### src/rtl/ifetch16_if.sv
// Instruction-memory bus between ifetch16 and the instruction memory.
// A request is held (mem_req/mem_addr stable) until mem_ack is seen high;
// mem_data carries the instruction word in the cycle mem_ack is high.
//   mem_req   : fetch request (master -> slave)
//   mem_addr  : word address of the request (master -> slave)
//   mem_ack   : request completes this cycle (slave -> master)
//   mem_data  : 16-bit instruction word, valid with mem_ack (slave -> master)
interface ifetch16_if #(
    parameter int AW = 8
);
    logic          mem_req;
    logic [AW-1:0] mem_addr;
    logic          mem_ack;
    logic [15:0]   mem_data;

    modport master (
        output mem_req,
        output mem_addr,
        input  mem_ack,
        input  mem_data
    );

    modport slave (
        input  mem_req,
        input  mem_addr,
        output mem_ack,
        output mem_data
    );
endinterface

### src/rtl/ifetch16.sv
// Instruction fetch stage feeding the 8-bit core's 16-bit inst input.
// Keeps a program counter, fetches words over a req/ack memory bus and holds
// up to DEPTH prefetched words; the oldest is presented to the core with a
// valid flag and is popped by the core's IR load enable. A redirect flushes
// the buffer and restarts fetching at a new address; a request still in
// flight at that moment is completed and its data thrown away.
//   clk       : clock, rising edge
//   rst       : asynchronous reset, active low
//   mem       : instruction-memory bus (master side)
//   inst      : oldest buffered word, 0 when inst_vld=0
//   inst_vld  : inst holds a valid word
//   inst_pc   : address of the word on inst, 0 when inst_vld=0
//   irie      : core consumes the head word
//   redir     : redirect (taken jump/branch)
//   redir_pc  : redirect target
module ifetch16 #(
    parameter int            AW       = 8,
    parameter int            DEPTH    = 2,
    parameter logic [AW-1:0] RESET_PC = '0
) (
    input  logic          clk,
    input  logic          rst,
    ifetch16_if.master    mem,
    output logic [15:0]   inst,
    output logic          inst_vld,
    output logic [AW-1:0] inst_pc,
    input  logic          irie,
    input  logic          redir,
    input  logic [AW-1:0] redir_pc
);
    localparam int PW = (DEPTH > 1) ? $clog2(DEPTH) : 1;
    localparam int CW = PW + 1;

    typedef enum logic [1:0] {IDLE, FETCH, DROP} state_t;

    state_t        state;
    state_t        state_nxt;
    logic [AW-1:0] fetch_pc;
    logic [AW-1:0] drop_addr;
    logic [CW-1:0] count;
    logic [PW-1:0] rd_ptr;
    logic [PW-1:0] wr_ptr;
    logic          full;
    logic          push;
    logic          pop;

    logic [15:0]   fifo_data [DEPTH];
    logic [AW-1:0] fifo_pc   [DEPTH];

    assign full = (count == CW'(DEPTH));

    // Redirect wins over push and pop: data acked in a redirect cycle is
    // discarded and any pop request is ignored.
    assign push = (state == FETCH) && mem.mem_req && mem.mem_ack && !redir;
    assign pop  = irie && inst_vld && !redir;

    always_ff @(posedge clk or negedge rst) begin
        if (!rst) begin
            state <= IDLE;
        end else begin
            state <= state_nxt;
        end
    end

    always_comb begin
        state_nxt    = state;
        mem.mem_req  = 1'b0;
        mem.mem_addr = fetch_pc;
        case (state)
            IDLE: begin
                state_nxt = FETCH;
            end
            FETCH: begin
                mem.mem_req = !full;
                // A redirect cannot withdraw a pending request; park in DROP
                // until the memory answers it.
                if (redir && mem.mem_req && !mem.mem_ack) begin
                    state_nxt = DROP;
                end
            end
            DROP: begin
                mem.mem_req  = 1'b1;
                mem.mem_addr = drop_addr;
                // Leaves on the ack even if a new redirect arrives in the same
                // cycle: the abandoned request is finished either way.
                if (mem.mem_ack) begin
                    state_nxt = FETCH;
                end
            end
            default: begin
                state_nxt = IDLE;
            end
        endcase
    end

    always_ff @(posedge clk or negedge rst) begin
        if (!rst) begin
            fetch_pc  <= RESET_PC;
            drop_addr <= RESET_PC;
            count     <= '0;
            rd_ptr    <= '0;
            wr_ptr    <= '0;
        end else if (redir) begin
            fetch_pc <= redir_pc;
            count    <= '0;
            rd_ptr   <= '0;
            wr_ptr   <= '0;
            if (state == FETCH && mem.mem_req && !mem.mem_ack) begin
                drop_addr <= mem.mem_addr;
            end
        end else begin
            if (push) begin
                fetch_pc <= fetch_pc + AW'(1);
                wr_ptr   <= wr_ptr + PW'(1);
            end
            if (pop) begin
                rd_ptr <= rd_ptr + PW'(1);
            end
            case ({push, pop})
                2'b10:   count <= count + CW'(1);
                2'b01:   count <= count - CW'(1);
                default: count <= count;
            endcase
        end
    end

    // Buffer storage is not reset; the outputs are masked while empty.
    always_ff @(posedge clk) begin
        if (push) begin
            fifo_data[wr_ptr] <= mem.mem_data;
            fifo_pc[wr_ptr]   <= fetch_pc;
        end
    end

    assign inst_vld = (count != '0);
    assign inst     = inst_vld ? fifo_data[rd_ptr] : 16'h0000;
    assign inst_pc  = inst_vld ? fifo_pc[rd_ptr]   : '0;
endmodule

### src/flat_wrapper.sv
// flat-port wrapper written by rule: the top's interface ports become plain ports
module ifetch16_flat 
#(
    parameter int            AW       = 8,
    parameter int            DEPTH    = 2,
    parameter logic [AW-1:0] RESET_PC = '0
)
  (clk, rst, inst, inst_vld, inst_pc, irie, redir, redir_pc, mem_mem_req, mem_mem_addr, mem_mem_ack, mem_mem_data);
  ifetch16_if #(.AW(AW)) mem_i ();
  input  logic clk;
  input  logic rst;
  output logic [15:0] inst;
  output logic inst_vld;
  output logic [AW-1:0] inst_pc;
  input  logic irie;
  input  logic redir;
  input  logic [AW-1:0] redir_pc;
  output wire logic [$bits(mem_i.mem_req)-1:0] mem_mem_req;
  output wire logic [$bits(mem_i.mem_addr)-1:0] mem_mem_addr;
  input wire logic [$bits(mem_i.mem_ack)-1:0] mem_mem_ack;
  input wire logic [$bits(mem_i.mem_data)-1:0] mem_mem_data;
  assign mem_mem_req = mem_i.mem_req;
  assign mem_mem_addr = mem_i.mem_addr;
  assign mem_i.mem_ack = mem_mem_ack;
  assign mem_i.mem_data = mem_mem_data;
  ifetch16 #(.AW(AW), .DEPTH(DEPTH), .RESET_PC(RESET_PC)) u_core (.clk(clk), .rst(rst), .mem(mem_i), .inst(inst), .inst_vld(inst_vld), .inst_pc(inst_pc), .irie(irie), .redir(redir), .redir_pc(redir_pc));
endmodule
### config.mk
export PLATFORM = sky130hd
export DESIGN_NAME = ifetch16_flat
export DESIGN_NICKNAME = d
export VERILOG_FILES = /design/src/rtl/ifetch16_if.sv /design/src/rtl/ifetch16.sv /design/src/flat_wrapper.sv
export SDC_FILE = /design/constraint.sdc
export NUM_CORES = 1
export LEC_CHECK = 0
export CAP_MARGIN = 20
export CORE_ASPECT_RATIO = 1.2
export CORE_MARGIN = 8
export CORE_UTILIZATION = 30
export CTS_BUF_LIST = sky130_fd_sc_hd__clkbuf_4
export DETAILED_ROUTE_END_ITERATION = 6
export GPL_TIMING_DRIVEN = 0
export SYNTH_ARGS = -nofsm -noshare
export SYNTH_HDL_FRONTEND = slang
export SYNTH_SLANG_ARGS = --single-unit
### constraint.sdc
create_clock -name clk -period 5.4 [get_ports clk]
set_input_delay 0.81 -clock clk [delete_from_list [all_inputs] [get_ports clk]]
set_output_delay 0.81 -clock clk [all_outputs]
set_load 0.01 [all_outputs]
==> impl_metrics.csv <==
group,metric,value,unit
final_layout,syn2layout_area_growth,31.7,%
timing,maxSlewHeadroom,0.493,
drt,wl,6.58,mm
logic_synthesis,synth-warning-count,0,
cts,clock-root-buffer,"clkbuf_4",
critical_path,end_kind,"primary output",
place,placed_area,3920,µm²
cts,clock-sinks,70,
drt,wl_per_cell,15.3,µm
cts,clock_latency,410,ps
cts,numCtsBuffers,9,
timing,rsz0062_at_grt,"false",
die,placement_rows,40,
final_layout,final_util,0.406,
timing,finalWorstSetupSlack,2200,ps
critical_path,path_cells,"nor2_1 > clkbuf_1 > nor2_1 > clkdlybuf4s50_1",
drt,first_iter_violations,121,
critical_path,cp_common_cell,"nor2_1",
critical_path,cp_max_fo,10,
final_layout,diodes,0,
drt,drt_pass1_iterations,4,
final_layout,nNetsFinal,334,
global_routing,grt_max_degree,23,
final_layout,drive_gt1_frac,0.155,
cts,cts_buffer_depth,2,
cts,post-cts-setup-buffers,0,
global_routing,overflow,0,
drt,avgViaCountPerCell,4.55,
place,io_buffers,62,
timing,slew_viol_final,0,
place,dpl.hpwl,4.78,mm
timing,hold_viol,0,
power_and_ir_drop,power.leakage,1.40,nW
critical_path,arrival,2390,ps
timing,worst_pin_slew,754,ps
final_layout,stdcell_area,4060,µm²
critical_path,slowest_stage,"clkdlybuf4s50_1",
logic_synthesis,syn-cell-area,3080,µm²
cts,post_cts_resized,0,
die,die_h,127,µm
die,dieArea,13800,µm²
drt,detail-route-antenna-nets,0,
global_routing,grt_pass1_vias,2102,
place,place_congestion,0.758,
flow_run,maxCapViolCount,0,
critical_path,cp_data_required_time,4590,ps
min_path,min_path_type,"reg2reg",
cts,path_clk_slew,130,ps
cts,hold_buffers,0,
die,core,10000,µm²
timing,skew,18.0,ps
power_and_ir_drop,peakVddDrop,0.000136,V
critical_path,slowest_delay,510,ps
die,dieWidth,109,µm
critical_path,start_kind,"flop",
logic_synthesis,ys_seq_elements,70,
critical_path,cp_num_cells,4,
logic_synthesis,synth_cells,221,
critical_path,crit_family,"buffers and inverters",
critical_path,worst-path-buf-inv,2,
logic_synthesis,synth_nets,256,
timing,setup_viol,0,
timing,min_period,3200,ps
die,start_util,0.308,
drt,drc,0,
critical_path,rr_worst_depth,6,
timing,hold_ws,492,ps
logic_synthesis,ys_seq_area_frac,0.646,
global_routing,grt_use_total,0.0993,
logic_synthesis,avgSynthCellArea,14.0,µm²
outcome,status,"completed",
global_routing,antenna_found_initial,0,
timing,fmax,313,MHz
cts,cts_htree_levels,3,
min_path,hold_path_depth,0,
die,pin_count,63,
drt,vias,1957,
critical_path,critPathKind,"reg2out",
timing,fin_crit_sh,0.592,
global_routing,grt_pass1_wl,10.6,mm
logic_synthesis,ys_types,33,
place,dp_worst_setup_slack,2290,ps
power_and_ir_drop,p_per_area,353,nW/µm²
cts,tritoncts,"done",
## per-layer routing
metal,track usage,vias to the layer above,share of wire
li1,-,964,-
met1,0.114,935,0.43
met2,0.165,46,0.50
met3,0.0257,12,0.051
met4,0.0525,0,0.022
met5,0,-,0
## where the power goes
part,switching [W],internal (W),leakage [nW]
registers,0.0000441,0.000648,0.710
clock network,0.000199,0.000102,0.0552
logic,0.000203,0.000236,0.636
total,0.000446,0.000986,1.40
## stage by stage
step                      power [W]  instances  setup TNS [ps]
after floorplan            0.000957        221               0
after global placement      0.00114        409          -14720
after detailed placement    0.00115        413               0
after CTS                   0.00145        429               0
after global routing        0.00153        430               0
final                       0.00143        430               0
## final cells by class
class                   count  area, µm²
plain buffers               9       37.5
clock buffers              10       75.1
clock inverters             6       47.5
fillers                   978       5950
inverters                   5       18.8
multi-input cells         137       1040
flip-flops and latches     70       1990
well taps                 126        158
repair buffers             67        689
## cell usage after synthesis
| cell type | number | area (µm²) |
|---|---|---|
| nor2_1 | 30 | 113 |
| a221o_1 | 1 | 10.0 |
| clkbuf_1 | 6 | 22.5 |
| nor3_1 | 1 | 5.00 |
| dfrtp_1 | 22 | 551 |
| and3_1 | 2 | 12.5 |
| o21bai_1 | 1 | 7.51 |
| buf_2 | 3 | 15.0 |
| nor3_4 | 1 | 16.3 |
| inv_1 | 5 | 18.8 |
| ha_1 | 6 | 75.1 |
| o21a_1 | 1 | 7.51 |
| nor4_1 | 2 | 12.5 |
| mux2_2 | 18 | 203 |
| o31ai_1 | 1 | 7.51 |
| xor2_1 | 3 | 26.3 |
| nor2_4 | 1 | 11.3 |
| nand3_2 | 1 | 10.0 |
| nand2_1 | 10 | 37.5 |
| nand2b_1 | 2 | 12.5 |
| o2111ai_1 | 1 | 8.76 |
| nor3b_4 | 1 | 18.8 |
| o21ai_0 | 10 | 50.1 |
| edfxtp_1 | 48 | 1440 |
| nand4_1 | 2 | 12.5 |
| nor4b_1 | 2 | 17.5 |
| nor3b_1 | 1 | 7.51 |
| xnor2_1 | 6 | 52.6 |
| a21oi_1 | 1 | 5.00 |
| mux2i_1 | 26 | 260 |
| nand3_1 | 2 | 10.0 |
| nor2b_1 | 3 | 18.8 |
| a31oi_1 | 1 | 6.26 |
## registers in the layout, summed over array words and instances, names as in the netlist
| signal | count |
|---|---|
| u_core.fifo_pc | 16 |
| u_core.rd_ptr | 1 |
| u_core.drop_addr | 8 |
| u_core.fifo_data | 32 |
| u_core.state | 2 |
| u_core.fetch_pc | 8 |
| u_core.wr_ptr | 1 |
| u_core.count | 2 |
## cells by family (layout without fill, tap and decap cells)
| group | Yosys count | after routing | synth area share |
|---|---|---|---|
| simple gates | 61 | 61 | 0.102 |
| flops | 70 | 70 | 0.646 |
| xor+xnor | 9 | 9 | 0.0256 |
| compound gates | 17 | 17 | 0.0333 |
| mux | 44 | 44 | 0.150 |
| fa+ha+maj | 6 | 6 | 0.0244 |
| buf+inv | 14 | 97 | 0.0183 |
## cells in the final DEF (no fill, tap or decap), types with 2 or more instances in the layout
cell type / synthesis / final
edfxtp_1: 48 / 48
nand2_1: 10 / 10
nor2b_1: 3 / 3
nor2_1: 30 / 30
clkinvlp_4: 0 / 4
buf_4: 0 / 2
xor2_1: 3 / 3
nand2b_1: 2 / 2
dfrtp_1: 22 / 22
clkdlybuf4s50_1: 0 / 62
nand4_1: 2 / 2
buf_2: 3 / 3
xnor2_1: 6 / 6
nor4b_1: 2 / 2
mux2i_1: 26 / 26
mux2_2: 18 / 18
and3_1: 2 / 2
nand3_1: 2 / 2
clkbuf_4: 0 / 10
clkbuf_1: 6 / 6
ha_1: 6 / 6
inv_1: 5 / 5
o21ai_0: 10 / 10
## worst paths after layout
check	startpoint	to	slack, ps
worst min register to register	u_core.fetch_pc[2]$_DFFE_PN0P_	u_core.fifo_pc[1][2]$_DFFE_PP_	490
max in group asynchronous	rst	u_core.rd_ptr$_DFFE_PN0P_	4240
worst min-delay path	u_core.fetch_pc[2]$_DFFE_PN0P_	u_core.fifo_pc[1][2]$_DFFE_PP_	490
worst max-delay path	u_core.count[0]$_DFFE_PN0P_	inst[13]	2200
worst max register to register	u_core.state[0]$_DFFE_PN0P_	u_core.fifo_data[0][5]$_DFFE_PP_	2930
min in group asynchronous	rst	u_core.drop_addr[3]$_DFFE_PN0P_	690
Note: power is estimated with default switching activity, not from simulation.
